`config.mk`:
```
export PLATFORM = sky130hd
export DESIGN_NAME = uart_link_arbiter
export DESIGN_NICKNAME = d
export VERILOG_FILES = /design/src/rtl/uart_link_arbiter.sv
export SDC_FILE = /design/constraint.sdc
export NUM_CORES = 1
export LEC_CHECK = 0
export CORE_ASPECT_RATIO = 1.75
export CORE_MARGIN = 4
export CORE_UTILIZATION = 47
export CTS_CLUSTER_SIZE = 28
export DETAILED_ROUTE_END_ITERATION = 10
export HOLD_SLACK_MARGIN = 0.06
export PLACE_DENSITY = 0.78
export SKIP_LAST_GASP = 1
export SLEW_MARGIN = 40
export SYNTH_ARGS = -nofsm -noshare
export SYNTH_HDL_FRONTEND = slang
export SYNTH_SLANG_ARGS = --single-unit
```
`constraint.sdc`:
```
create_clock -name i_Clock -period 2.44 [get_ports i_Clock]
set_clock_uncertainty 0.05 [all_clocks]
set_input_delay 0.488 -clock i_Clock [delete_from_list [all_inputs] [get_ports i_Clock]]
set_output_delay 0.488 -clock i_Clock [all_outputs]
set_load 0.005 [all_outputs]
```
`src/rtl/uart_link_arbiter.sv`:
```
// rtl/uart_link_arbiter.sv - two-requester byte arbiter feeding one UART TX, with deferred line-config apply and TX watchdog.
module uart_link_arbiter #(
  parameter int TIMEOUT_CYCLES = 4096
) (
  input  logic       i_Clock,
  input  logic       rst,
  input  logic       i_Req0,
  input  logic       i_Req1,
  input  logic [7:0] i_Data0,
  input  logic [7:0] i_Data1,
  output logic       o_Ack0,
  output logic       o_Ack1,
  input  logic       i_Cfg_Wr,
  input  logic [4:0] i_Cfg_Clks_Per_Bit,
  input  logic       i_Cfg_Pen,
  input  logic       i_Cfg_Eps,
  output logic       o_Cfg_Pending,
  output logic       o_Cfg_Err,
  output logic [4:0] o_Clks_Per_Bit,
  output logic       o_Pen,
  output logic       o_Eps,
  input  logic       i_Rx_Busy,
  output logic       o_Tx_Start,
  output logic [7:0] o_Tx_Byte,
  input  logic       i_Tx_Done,
  output logic       o_Tx_Timeout,
  output logic       o_Arb_Busy
);

  typedef enum logic [1:0] {IDLE, LAUNCH, WAIT_DONE} state_t;

  localparam logic [15:0] LAST_CNT = 16'(TIMEOUT_CYCLES - 1);

  state_t      state, state_nxt;
  logic [15:0] cnt;
  logic        last_served;
  logic        winner;
  logic [4:0]  pend_clks;
  logic        pend_pen, pend_eps;

  logic cfg_bad, cfg_ok, apply, grant, pick1, done_hit, to_hit;

  always_comb begin
    cfg_bad  = i_Cfg_Wr && (i_Cfg_Clks_Per_Bit < 5'd4);
    cfg_ok   = i_Cfg_Wr && !cfg_bad;
    apply    = o_Cfg_Pending && (state == IDLE) && !i_Rx_Busy;
    // A pending config blocks grants, so it always gets an idle window.
    grant    = (state == IDLE) && !o_Cfg_Pending && (i_Req0 || i_Req1);
    pick1    = i_Req1 && (!i_Req0 || !last_served);
    done_hit = (state == WAIT_DONE) && i_Tx_Done;
    to_hit   = (state == WAIT_DONE) && !i_Tx_Done && (cnt == LAST_CNT);
    state_nxt = state;
    case (state)
      IDLE:      if (grant) state_nxt = LAUNCH;
      LAUNCH:    state_nxt = WAIT_DONE;
      WAIT_DONE: if (done_hit || to_hit) state_nxt = IDLE;
      default:   state_nxt = IDLE;
    endcase
  end

  always_ff @(posedge i_Clock) begin
    if (rst) state <= IDLE;
    else     state <= state_nxt;
  end

  always_ff @(posedge i_Clock) begin
    if (rst) begin
      cnt            <= 16'd0;
      last_served    <= 1'b1;
      winner         <= 1'b0;
      pend_clks      <= 5'd0;
      pend_pen       <= 1'b0;
      pend_eps       <= 1'b0;
      o_Ack0         <= 1'b0;
      o_Ack1         <= 1'b0;
      o_Cfg_Pending  <= 1'b0;
      o_Cfg_Err      <= 1'b0;
      o_Clks_Per_Bit <= 5'd16;
      o_Pen          <= 1'b0;
      o_Eps          <= 1'b0;
      o_Tx_Start     <= 1'b0;
      o_Tx_Byte      <= 8'd0;
      o_Tx_Timeout   <= 1'b0;
      o_Arb_Busy     <= 1'b0;
    end else begin
      cnt          <= (state == WAIT_DONE) ? cnt + 16'd1 : 16'd0;
      o_Tx_Start   <= grant;
      o_Ack0       <= grant && !pick1;
      o_Ack1       <= grant && pick1;
      o_Tx_Timeout <= to_hit;
      o_Arb_Busy   <= (state_nxt != IDLE);
      o_Cfg_Err    <= cfg_bad;
      if (grant) begin
        winner    <= pick1;
        o_Tx_Byte <= pick1 ? i_Data1 : i_Data0;
      end
      if (done_hit || to_hit) last_served <= winner;
      if (apply) begin
        o_Clks_Per_Bit <= pend_clks;
        o_Pen          <= pend_pen;
        o_Eps          <= pend_eps;
      end
      // A write landing on the apply edge becomes the next pending value.
      if (cfg_ok) begin
        pend_clks     <= i_Cfg_Clks_Per_Bit;
        pend_pen      <= i_Cfg_Pen;
        pend_eps      <= i_Cfg_Eps;
        o_Cfg_Pending <= 1'b1;
      end else if (apply) begin
        o_Cfg_Pending <= 1'b0;
      end
    end
  end

endmodule

```
## Word-level counts from Yosys, hierarchy flattened

Index checks and enable logic that the tools add are counted.

| storage, ports and cells | value |
|---|---|
| flip-flop bits (word level) | 49 |
| bits of input ports | 30 |
| output and inout bits | 22 |
| word-level logic and storage cells | 56 |

| operators by class | value |
|---|---|
| add/sub/neg operators | 1 |
| magnitude comparators | 1 |
| equal/unequal tests | 3 |
| muxes and demuxes | 6 |
| bitwise gates (word level) | 1 |
| reduce and logical (&&, ||, !) cells | 26 |

Operator list:

| operator | count |
|---|---|
| $add A16 B1 Y16 const B | 1 |
| $eq A16 B12 Y1 const B | 1 |
| $logic_and A1 B1 Y1 | 12 |
| $mux W8 | 1 |
| $logic_not A1 Y1 | 7 |
| $pmux W2 S3 | 1 |
| $lt A5 B3 Y1 const B | 1 |
| $mux W2 | 2 |
| $reduce_bool A2 Y1 | 2 |
| $logic_or A1 B1 Y1 | 3 |
| $eq A2 B1 Y1 const B | 1 |
| $eq A2 B2 Y1 const B | 1 |
| $logic_not A2 Y1 | 1 |
| $mux W1 | 2 |
| $reduce_or A2 Y1 | 1 |
| $not A1 Y1 | 1 |

## Depth between registers and ports, before layout

Gate-level depths: netlist of run 1.

| depth | value |
|---|---|
| depth after elaboration | 7 |
| depth in mapped cells | 5 |
| gate-level depth less buffers | 5 |

## Least setup slack after synthesis of run 1

Ideal clock, no wire load.

| timing path | value |
|---|---|
| path type | register -> register |
| start | reg cnt[12] |
| end | reg last_served |
| library setup time | 120 ps |
| data arrival time | 1642 ps |
| required time | 2270 ps |
| slack | 629 ps |
| cell stages (with the launch flop) | 5 |
| path buffers | 0 |
| period minus slack after synthesis | 1811 ps |
| cell sequence | dfxtp_1 or4_4 o41a_1 nand2b_4 a211o_1 |

| between the ends | value |
|---|---|
| word-level cells in the longest chain between the ends | 3 |

Ends and longest elaborated chain:

| element | RTL line | text |
|---|---|---|
| start: declaration | 35 | `logic [15:0] cnt;` |
| start signal: assignment | 86 | `cnt <= (state == WAIT_DONE) ? cnt + 16'd1 : 16'd0;` |
| $eq A16 B12 Y1 | 51 | `to_hit = (state == WAIT_DONE) && !i_Tx_Done && (cnt == LAST_CNT);` |
| $logic_and A1 B1 Y1 | 51 |  |
| $logic_or A1 B1 Y1 | 97 | `if (done_hit \|\| to_hit) last_served <= winner;` |
| end signal: assignment | 97 |  |
| end: declaration | 36 | `logic last_served;` |

No other way between the ends.
A chain may end at the register's enable or synchronous reset.

## Worst setup path after layout of run 1

| timing path | value |
|---|---|
| start | reg cnt[0] |
| end | reg last_served |

Same word-level chain as after synthesis.

==> summary.md, run 1 <==
| Metric | Value |
|---|---|
| Period Utilization, post-route | 0.795 |
| Grt ovf | 0 |
| Worst-path clk slew | 0.09 ns |
| Multi-input gate area | roughly 900 sq um |
| I/O pins | 52 |
| Final setup viols | 0 |
| Crit path launch type | register |
| Clock power share | 0.301 |
| Leak | 0.890 nW |
| Synth Register Bits | 49 |
| Data arrival, critical path | 2.09 ns |
| Vias in the first global route | 1,583 |
| Initial Util | 0.491 |
| Commonest non-fill, non-tap cell in the layout | clkdlybuf4s50_1 |
| Fin crit period | a little under 2 ns |
| Avg Inst Size Synth | 8.99 sq um |
| Drt pass-1 iters | 4 |
| Commonest cells after routing, fill and taps aside | clkdlybuf4s50_1, dfxtp_1, nor2_1 |
| Layout cell share with drive strength beyond 1 | 0.0637 |
| Synth cell types | 36 |
| Outcome | finished clean |
| VDD IR max | about 0.47 mV |
| Core area | 3900 sq um |
| DR iter-0 viols | 45 |
| CP required | 2.59 ns |
| Seq pwr share | 0.559 |
| Clk buf depth | 2 |
| GRT Util Overall | 0.171 |
| Comb pwr share | 0.140 |
| Hold Violations, Final | 0 |
| PostCTS Resize Cnt | 0 |
| Final nets | a little under 300 |
| Postcts setup bufs | 0 |
| # Max-Cap Violations | 0 |
| Synth area leaders | dfxtp_1, nor2_1, nand2_1 |
| Hold_buf cts | 0 |
| FILL cells | approximately 350 |
| Sw Share | 0.243 |
| Worst setup EP type | register |
| Setup tns final | 0 ns |
| Max transition margin | 0.767 |
| RSZ-0062 raised after global routing | no |
| CTS tree | done |
| Share of the synthesized area in the top cell type | 0.512 |
| Num rows | 30 |
| Vias per inst | 5.28 |
| Net count after synthesis | 244 |
| Pin count of the biggest net entering global routing | 32 |
| Clock latency on the worst-skew pair | approximately 0.3 ns |
| Post-DP HPWL | 3030 um |
| Wire length per cell | 12.9 um |
| # DRC | 0 |
| Final Util | 0.659 |
| Cell taking the most area after synthesis | dfxtp_1 |
| Seq/Total Area, Yosys | 0.512 |
| # port buffers | 51 |
| Flop2flop setup slack | 0.50 ns |
| Synthesized area | 1920 sq um |
| Number of CTS-inserted buffers | 5 |
| Hold Path Class | reg2reg |
| Die area | 5200 sq um |
| Final wirelength | 4080 um |
| Die W | 56.3 um |
| CTS root buf | clkbuf_8 |
| GPL Wtd Cong | 0.745 |
| Antenna Nets Post-Route | 0 |
| Switching power total | 0.374 mW |
| Worst-Margin Slew | ~0.35 ns |
| Ys Warns | 0 |
| PD cells | 599 nW/um^2 |
| FMAX | 515 MHz |
| Routed vias | 1,662 |
| First-pass GRT wire length | 7110 um |
| Int Power | approximately 1.2 mW |
| Num Clock Sinks | 49 |
| Sequential cell area | 981 sq um |
| Initial antenna violation count | 0 |
| Layout area overhead | 34.2% |
| Crit path max fanout | 6 |
| Crit path kind | reg2reg |
| Die Height | 92.5 um |
| H-tree levels | 2 |
| Diode count | 0 |
| Gate Count Post-Synth | 213 |
| Final Max Tran Viols | 0 |
==> state kept, by name, summed over array words and instances, names as in the netlist <==
register        count
pend_clks           5
pend_eps            1
o_Tx_Start          1
o_Tx_Timeout        1
o_Tx_Byte           8
cnt                16
o_Ack1              1
o_Cfg_Err           1
pend_pen            1
o_Eps               1
winner              1
o_Ack0              1
o_Clks_Per_Bit      5
o_Pen               1
state               2
last_served         1
o_Arb_Busy          1
o_Cfg_Pending       1
==> cell type report <==
cell class / instances / area share
flip-flops and latches: 49 / 0.382
multi-input cells: 150 / 0.343
repair buffers: 56 / 0.213
clock buffers: 5 / 0.0268
well taps: 48 / 0.0234
clock inverters: 3 / 0.00681
inverters: 4 / 0.00584
==> path summary, 6_finish.rpt <==
kind                             startpoint                             end  cells past startpoint
max                       cnt[0]$_SDFF_PP0_        last_served$_SDFFE_PP1P_                      5
min          o_Clks_Per_Bit[1]$_SDFFE_PP0P_  o_Clks_Per_Bit[1]$_SDFFE_PP0P_                      2
max reg2reg               cnt[0]$_SDFF_PP0_        last_served$_SDFFE_PP1P_                      5
min reg2reg  o_Clks_Per_Bit[1]$_SDFFE_PP0P_  o_Clks_Per_Bit[1]$_SDFFE_PP0P_                      2
==> synthesized netlist by cell type (all sizes together) <==
cell and count:
and2 2, o21ai 2, nor2b 1, a22oi 3, or4 4, a21boi 1
nand3b 1, nor4b 1, xnor2 6, nand2 27, or4b 1, nand4 3
nor2 28, o31ai 2, a211o 1, and2b 1, nand3 10, dfxtp 49
o41a 1, a211oi 8, or3 5, buf 1, nor3 2, nor4 5
a21oi 18, ha 1, and3 1, nand2b 2, inv 4, mux2i 8
xor2 4, nor3b 1, clkbuf 9
==> critical path: stages, from the launching register on <==
cell,delay [ns]
dfxtp_1,0.37
ha_1,0.24
nand4_1,0.24
o41a_1,0.51
nand2b_4,0.15
a211o_1,0.28
==> per-stage QoR <==
step	area, sq um	setup WS, ns	hold WS, ns	power [mW]	cells
floorplan	1920	0.629	0.376	0.970	213
global placement	2480	0.482	0.388	1.09	307
detailed placement	2480	0.437	0.397	1.10	307
CTS	2570	0.491	0.409	1.56	315
global route	2570	0.318	0.437	1.61	315
finish	2570	0.499	0.408	1.54	315
==> per-layer routing <==
layer  track usage  vias up  routed length, um
met2         0.311       35               2220
li1              -      845                  -
met3        0.0446        6                181
met4        0.0713        0                 74
met1         0.182      776               1600
met5             0        -                  0
==> kinds of logic after synthesis <==
family,after synthesis,synth area share
and+or+nand+nor,95,0.248
AOI/OAI and AO/OA,36,0.118
DFF,49,0.512
buffers and inverters,14,0.0281
muxes,8,0.0418
xor gates and xnor gates,10,0.0457
adders and majority gates,1,0.00653
==> power by group through the flow <==
stage	clock network, mW	registers [mW]	logic [mW]
after floorplan	0	0.878	0.0922
after global placement	0	0.878	0.217
after detailed placement	0	0.879	0.219
after CTS	0.476	0.861	0.219
after global routing	0.509	0.865	0.238
final	0.463	0.860	0.216
(Power assumes the default switching activity.)
==> run 2, diff against run 1 <==
Settings changed: CORE_UTILIZATION 47 to 43, PLACE_DENSITY 0.78 to 0.75.
Clock period 2.44 ns to 1.7 ns, I/O delays scaled along.
==> run 2 against run 1 <==
- the run now ends with setup timing left
- global-route usage fell by 0.81 points
- first-iteration DRC count decreased by 40%
- worst hold slack lost 0.0047 ns
- count of clock-buffer cells in the layout grew 2
- sequential share of layout area decreased by 2.6 points
- critical path depth fell by 1
- sequential power is 44% higher
- die area up 8.2%
- flip-flop and latch count did not move
==> summary.md, run 2 (same netlist as run 1, synthesis figures left out) <==
| Metric | Value |
|---|---|
| Outcome | complete, but fails checks |
| Failing checks | setup timing |
| M3 GR Usage | 0.0362 (-0.00839) |
| Post-DP HPWL | 3300 um (+8.6%) |
| Vias per inst | 5.13 (-2.7%) |
| Worst setup EP type | register |
| Pre-CTS WS | -0.0679 ns (-0.505 ns) |
| H-tree levels | 2 (unchanged) |
| Worst hold path depth | 2 (unchanged) |
| Final setup viols | 1 (+1) |
| RSZ-0062 raised after global routing | yes |
| Crit path launch type | register |
| DR iter-0 viols | 27 (-40%) |
| Clk buf depth | 2 (unchanged) |
| Commonest cells after routing, fill and taps aside | clkdlybuf4s50_1, dfxtp_1, nor2_1 |
| CP Cell Sequence | or4_4 -> o41a_1 -> nand2b_4 -> a211o_1 |
| Number of CTS-inserted buffers | 5 (unchanged) |
| Initial antenna violation count | 0 (unchanged) |
| Worst-Margin Slew | 0.316 ns (-0.0293 ns) |
| I/O pins | 52 (unchanged) |
| Die Height | 96.3 um (+4.2%) |
| Hold_buf cts | 0 (unchanged) |
| Routed vias | 1,725 (+3.8%) |
| Layout cell share with drive strength beyond 1 | 0.150 (+0.0862) |
| VDD IR max | 0.717 mV (+51%) |
| First-pass GRT wire length | 6960 um (-2.1%) |
| Worst-path clk slew | 0.09 ns (about the same) |
| GRT Util Overall | 0.163 (-0.00806) |
| Largest regs | cnt: 16 flops, o_Tx_Byte: 8 flops |
| Wire length per cell | 12.8 um (-0.78%) |
| Final nets | 317 (+6.7%) |
| Final wirelength | 4320 um (+5.8%) |
| FILL cells | 358 (+1.4%) |
| # Max-Cap Violations | 0 (unchanged) |
| Critical R2R Capture | last_served$_SDFFE_PP1P_ |
| CTS tree | done |
| Fin crit period | 1.75 ns (-0.191 ns) |
| Hold Path Origin | pend_eps$_SDFFE_PP0P_ |
| Crit path max fanout | 3 (-3) |
| Crit path setup slack, layout | -0.0501 ns (-0.549 ns) |
| Flop2flop setup slack | -0.05 ns (-0.55 ns) |
| Hold EP | o_Eps$_SDFFE_PP0P_ |
| Met2 GRT Util | 0.313 (+0.00195) |
| Period Utilization, post-route | 1.03 (+0.234) |
| Setup tns final | -0.0501 ns (-0.0501 ns) |
| Postcts setup bufs | 0 (unchanged) |
| CP peak stage delay | 0.54 ns (+0.03 ns) |
| Data arrival, critical path | 1.89 ns (-0.20 ns) |
| Pin count of the biggest net entering global routing | 32 (unchanged) |
| Hold Violations, Final | 0 (unchanged) |
| Antenna Nets Post-Route | 0 (unchanged) |
| Worst hold margin | 0.403 ns (-0.00470 ns) |
| Initial Util | 0.453 (-0.0376) |
| Diode count | 0 (unchanged) |
| GR peak layer | met2 |
| Non-Filler Instances | 336 (+6.7%) |
| Core area | 4230 sq um (+8.3%) |
| Reg2reg start | cnt[15]$_SDFF_PP0_ |
| Layout area overhead | 45.1% |
| Drt pass-1 iters | 4 (unchanged) |
| Largest register FFs | 16 (unchanged) |
| Reg with most FFs | cnt |
| # port buffers | 51 (unchanged) |
| Final Max Tran Viols | 0 (unchanged) |
| Hold Path Class | reg2reg |
| Crit path kind | reg2reg |
| # DRC | 0 (unchanged) |
| Power, Total | 2.41 mW (+57%) |
| Reg2Reg Depth | 4 (-1) |
| Cell total after placement | 328 (+6.8%) |
| Vias in the first global route | 1,641 (+3.7%) |
| FMAX | 571 MHz (+11%) |
| Num rows | 31 (+3.3%) |
| PostCTS Resize Cnt | 0 (unchanged) |
| GPL Wtd Cong | 0.853 (+14%) |
| Num Clock Sinks | 49 (unchanged) |
| Max transition margin | 0.787 (+0.0197) |
| CTS root buf | clkbuf_8 |
| CP max-delay cell | or4_4 |
| CP required | 1.84 ns (-0.75 ns) |
| Grt ovf | 0 (unchanged) |
| Clock latency on the worst-skew pair | 0.29 ns (about the same) |
| Die W | 58.5 um (+3.9%) |
| PD cells | 868 nW/um^2 (+45%) |
| Die area | 5630 sq um (+8.2%) |
| Leak | 1.01 nW (+13%) |
| Met1 usage | 0.156 (-0.0264) |
| Commonest non-fill, non-tap cell in the layout | clkdlybuf4s50_1 |
run 2: cell type report:
cell class | count | area, sq um | share of cell area
well taps | 49 | 61.3 | 0.0221
multi-input cells | 150 | 888 | 0.320
clock inverters | 1 | 30.0 | 0.0108
inverters | 4 | 15.0 | 0.00540
repair buffers | 76 | 711 | 0.256
flip-flops and latches | 49 | 987 | 0.355
clock buffers | 7 | 86.3 | 0.0311
run 2: per-layer routing:
metal	up-vias	part of all wire
met5	-	0
met4	0	0.027
met3	9	0.037
met2	39	0.55
met1	790	0.38
li1	887	-
run 2: critical path, delay by kind of cell (launching register included):
kind	cells	cell delay, ns
DFF	1	0.33
and+or+nand+nor	2	0.69
AOI/OAI and AO/OA	2	0.59
run 2: worst max-delay path by stage:
stage                            start                             end  depth (start not counted)
floorplan           cnt[15]$_SDFF_PP0_        last_served$_SDFFE_PP1P_                          4
detailed placement           i_Rx_Busy  o_Clks_Per_Bit[4]$_SDFFE_PP1P_                          4
global route        cnt[15]$_SDFF_PP0_        last_served$_SDFFE_PP1P_                          4
CTS                 cnt[15]$_SDFF_PP0_        last_served$_SDFFE_PP1P_                          4
global placement                i_Req0               o_Ack1$_SDFF_PP0_                          5
finish              cnt[15]$_SDFF_PP0_        last_served$_SDFFE_PP1P_                          4
run 2: metrics by stage:
| stage | util | area, sq um |
|---|---|---|
| after global routing | 0.657 | 2780 |
| final | 0.657 | 2780 |
| after floorplan | - | 1920 |
| after detailed placement | 0.628 | 2650 |
| after global placement | 0.628 | 2650 |
| after CTS | 0.655 | 2770 |
run 2: report_power, final:
| group | internal [mW] | switching (mW) |
|---|---|---|
| sequential | 1.20 | 0.0338 |
| clock | 0.480 | 0.369 |
| combinational | 0.198 | 0.129 |
==> run 3, diff against run 2 <==
Settings changed: CORE_ASPECT_RATIO 1.75 to default.
==> run 3 against run 2 <==
- the run still ends with setup timing left
- utilization decreased by 2.9 points
- flip-flop and latch count did not move
- worst setup slack got worse by 0.0055 ns
- critical endpoint unchanged
- largest cell class unchanged
==> summary.md, run 3 (same netlist as run 1, synthesis figures left out) <==
| Metric | Value |
|---|---|
| Outcome | complete, but fails checks |
| Failing checks | setup timing |
| Drt pass-1 iters | 4 (unchanged) |
| Crit path setup slack, layout | -0.0556 ns (-0.00550 ns) |
| Final setup viols | 1 (unchanged) |
| Postcts setup bufs | 0 (unchanged) |
| # Max-Cap Violations | 0 (unchanged) |
| Layout area overhead | 41.9% |
| Worst-path clk slew | 0.08 ns (about the same) |
| Pin count of the biggest net entering global routing | 32 (unchanged) |
| Vias in the first global route | 1,557 (-5.1%) |
| Initial Util | 0.443 (-0.0101) |
| Commonest cells after routing, fill and taps aside | clkdlybuf4s50_1, dfxtp_1, nor2_1 |
| RSZ-0062 raised after global routing | yes |
| Wire length per cell | 11.9 um (-7.1%) |
| Clock latency on the worst-skew pair | 0.29 ns (about the same) |
| Non-Filler Instances | 335 (-0.30%) |
| Final Max Tran Viols | 0 (unchanged) |
| Worst-Margin Slew | 0.315 ns (-0.00118 ns) |
| Crit path kind | reg2reg |
| CP Cell Sequence | or4_4 -> o41a_1 -> nand2b_4 -> a211o_1 |
| Final wirelength | 4000 um (-7.4%) |
| Initial antenna violation count | 0 (unchanged) |
| GPL Wtd Cong | 0.735 (-14%) |
| FMAX | 570 MHz (-0.31%) |
| GR peak layer | met2 |
| Crit path max fanout | 3 (unchanged) |
| Routed vias | 1,702 (-1.3%) |
| Data arrival, critical path | 1.89 ns (about the same) |
| CP peak stage delay | 0.53 ns (about the same) |
| Antenna Nets Post-Route | 0 (unchanged) |
| M3 GR Usage | 0.0641 (+0.0278) |
| Worst setup EP type | register |
| Fin crit period | 1.76 ns (+0.00550 ns) |
| Hold_buf cts | 0 (unchanged) |
| DR iter-0 viols | 71 (+160%) |
| H-tree levels | 2 (unchanged) |
| Number of CTS-inserted buffers | 5 (unchanged) |
| GRT Util Overall | 0.155 (-0.00764) |
| I/O pins | 52 (unchanged) |
| CP max-delay cell | or4_4 |
| Reg with most FFs | cnt |
| Num Clock Sinks | 49 (unchanged) |
| CP required | 1.84 ns (about the same) |
| PD cells | 807 nW/um^2 (-7.0%) |
| Die W | 74.7 um (+28%) |
| Num rows | 24 (-23%) |
| Met1 usage | 0.192 (+0.0359) |
| Cell total after placement | 327 (-0.30%) |
| CTS root buf | clkbuf_8 |
| Largest regs | cnt: 16 flops, o_Tx_Byte: 8 flops |
| Clk buf depth | 2 (unchanged) |
| VDD IR max | 0.577 mV (-20%) |
| Die area | 5590 sq um (-0.75%) |
| Grt ovf | 0 (unchanged) |
| Leak | 0.973 nW (-3.3%) |
| Largest register FFs | 16 (unchanged) |
| Met2 GRT Util | 0.254 (-0.0588) |
| Hold Path Class | reg2reg |
| Core area | 4320 sq um (+2.3%) |
| Post-DP HPWL | 3050 um (-7.4%) |
| Power, Total | 2.20 mW (-9.0%) |
| CTS tree | done |
| Period Utilization, post-route | 1.03 (+0.00324) |
| Diode count | 0 (unchanged) |
| # port buffers | 51 (unchanged) |
| Die Height | 74.7 um (-22%) |
| Hold Violations, Final | 0 (unchanged) |
| Crit path launch type | register |
| Layout cell share with drive strength beyond 1 | 0.138 (-0.0120) |
| Final nets | 313 (-1.3%) |
| # DRC | 0 (unchanged) |
| Worst hold margin | 0.405 ns (+0.00152 ns) |
| Final Util | 0.629 (-0.0285) |
| Max transition margin | 0.788 (+0.000794) |
| First-pass GRT wire length | 6730 um (-3.4%) |
| Commonest non-fill, non-tap cell in the layout | clkdlybuf4s50_1 |
| Vias per inst | 5.08 (-1.0%) |
-- run 3: worst max-delay path: cells and delay by family (launching register included) --
| kind | cells | cell delay (ns) |
|---|---|---|
| flops | 1 | 0.33 |
| compound gates | 2 | 0.60 |
| simple gates | 2 | 0.68 |
-- run 3: power breakdown --
group | internal, mW | total, mW | switching [mW]
clock | 0.285 | 0.636 | 0.350
sequential | 1.20 | 1.24 | 0.0337
combinational | 0.198 | 0.323 | 0.126
total | 1.69 | 2.20 | 0.510
-- run 3: final cells by class --
cell class / instances / area (sq um)
timing repair buffer: 72 / 681
inverter: 4 / 15.0
multi-input combinational: 150 / 888
tap: 52 / 65.1
clock buffer: 6 / 72.6
clock inverter: 2 / 10.0
fill: 383 / 1610
sequential: 49 / 987
-- run 3: worst paths after layout --
path / to / startpoint / slack [ns] / cells after the start
setup / recovery: last_served$_SDFFE_PP1P_ / cnt[15]$_SDFF_PP0_ / -0.06 / 4
hold / removal: o_Eps$_SDFFE_PP0P_ / pend_eps$_SDFFE_PP0P_ / 0.40 / 2
setup reg to reg: last_served$_SDFFE_PP1P_ / cnt[15]$_SDFF_PP0_ / -0.06 / 4
hold reg to reg: o_Eps$_SDFFE_PP0P_ / pend_eps$_SDFFE_PP0P_ / 0.40 / 2
-- run 3: what timing repair did --
| item | in CTS | in global routing |
|---|---|---|
| endpoints found under the hold margin | 0 | 0 |
| pin swaps | 0 | 1 |
| setup endpoints to repair | 1 | 6 |
| gates resized for setup | 0 | 4 |
-- run 3: through the flow --
step                       TNS, ns  setup slack, ns  cell area, sq um
final                      -0.0556          -0.0556              2720
after global routing        -0.164           -0.107              2720
after CTS                  -0.0628          -0.0628              2710
after detailed placement    -0.809          -0.0757              2630
after global placement      -0.421          -0.0618              2630
after floorplan           -0.00578         -0.00578              1920
-- run 3: routing by layer --
layer,vias to the layer above,part of all wire
met5,-,0
met2,46,0.48
li1,884,-
met4,0,0.0095
met1,768,0.44
met3,4,0.076
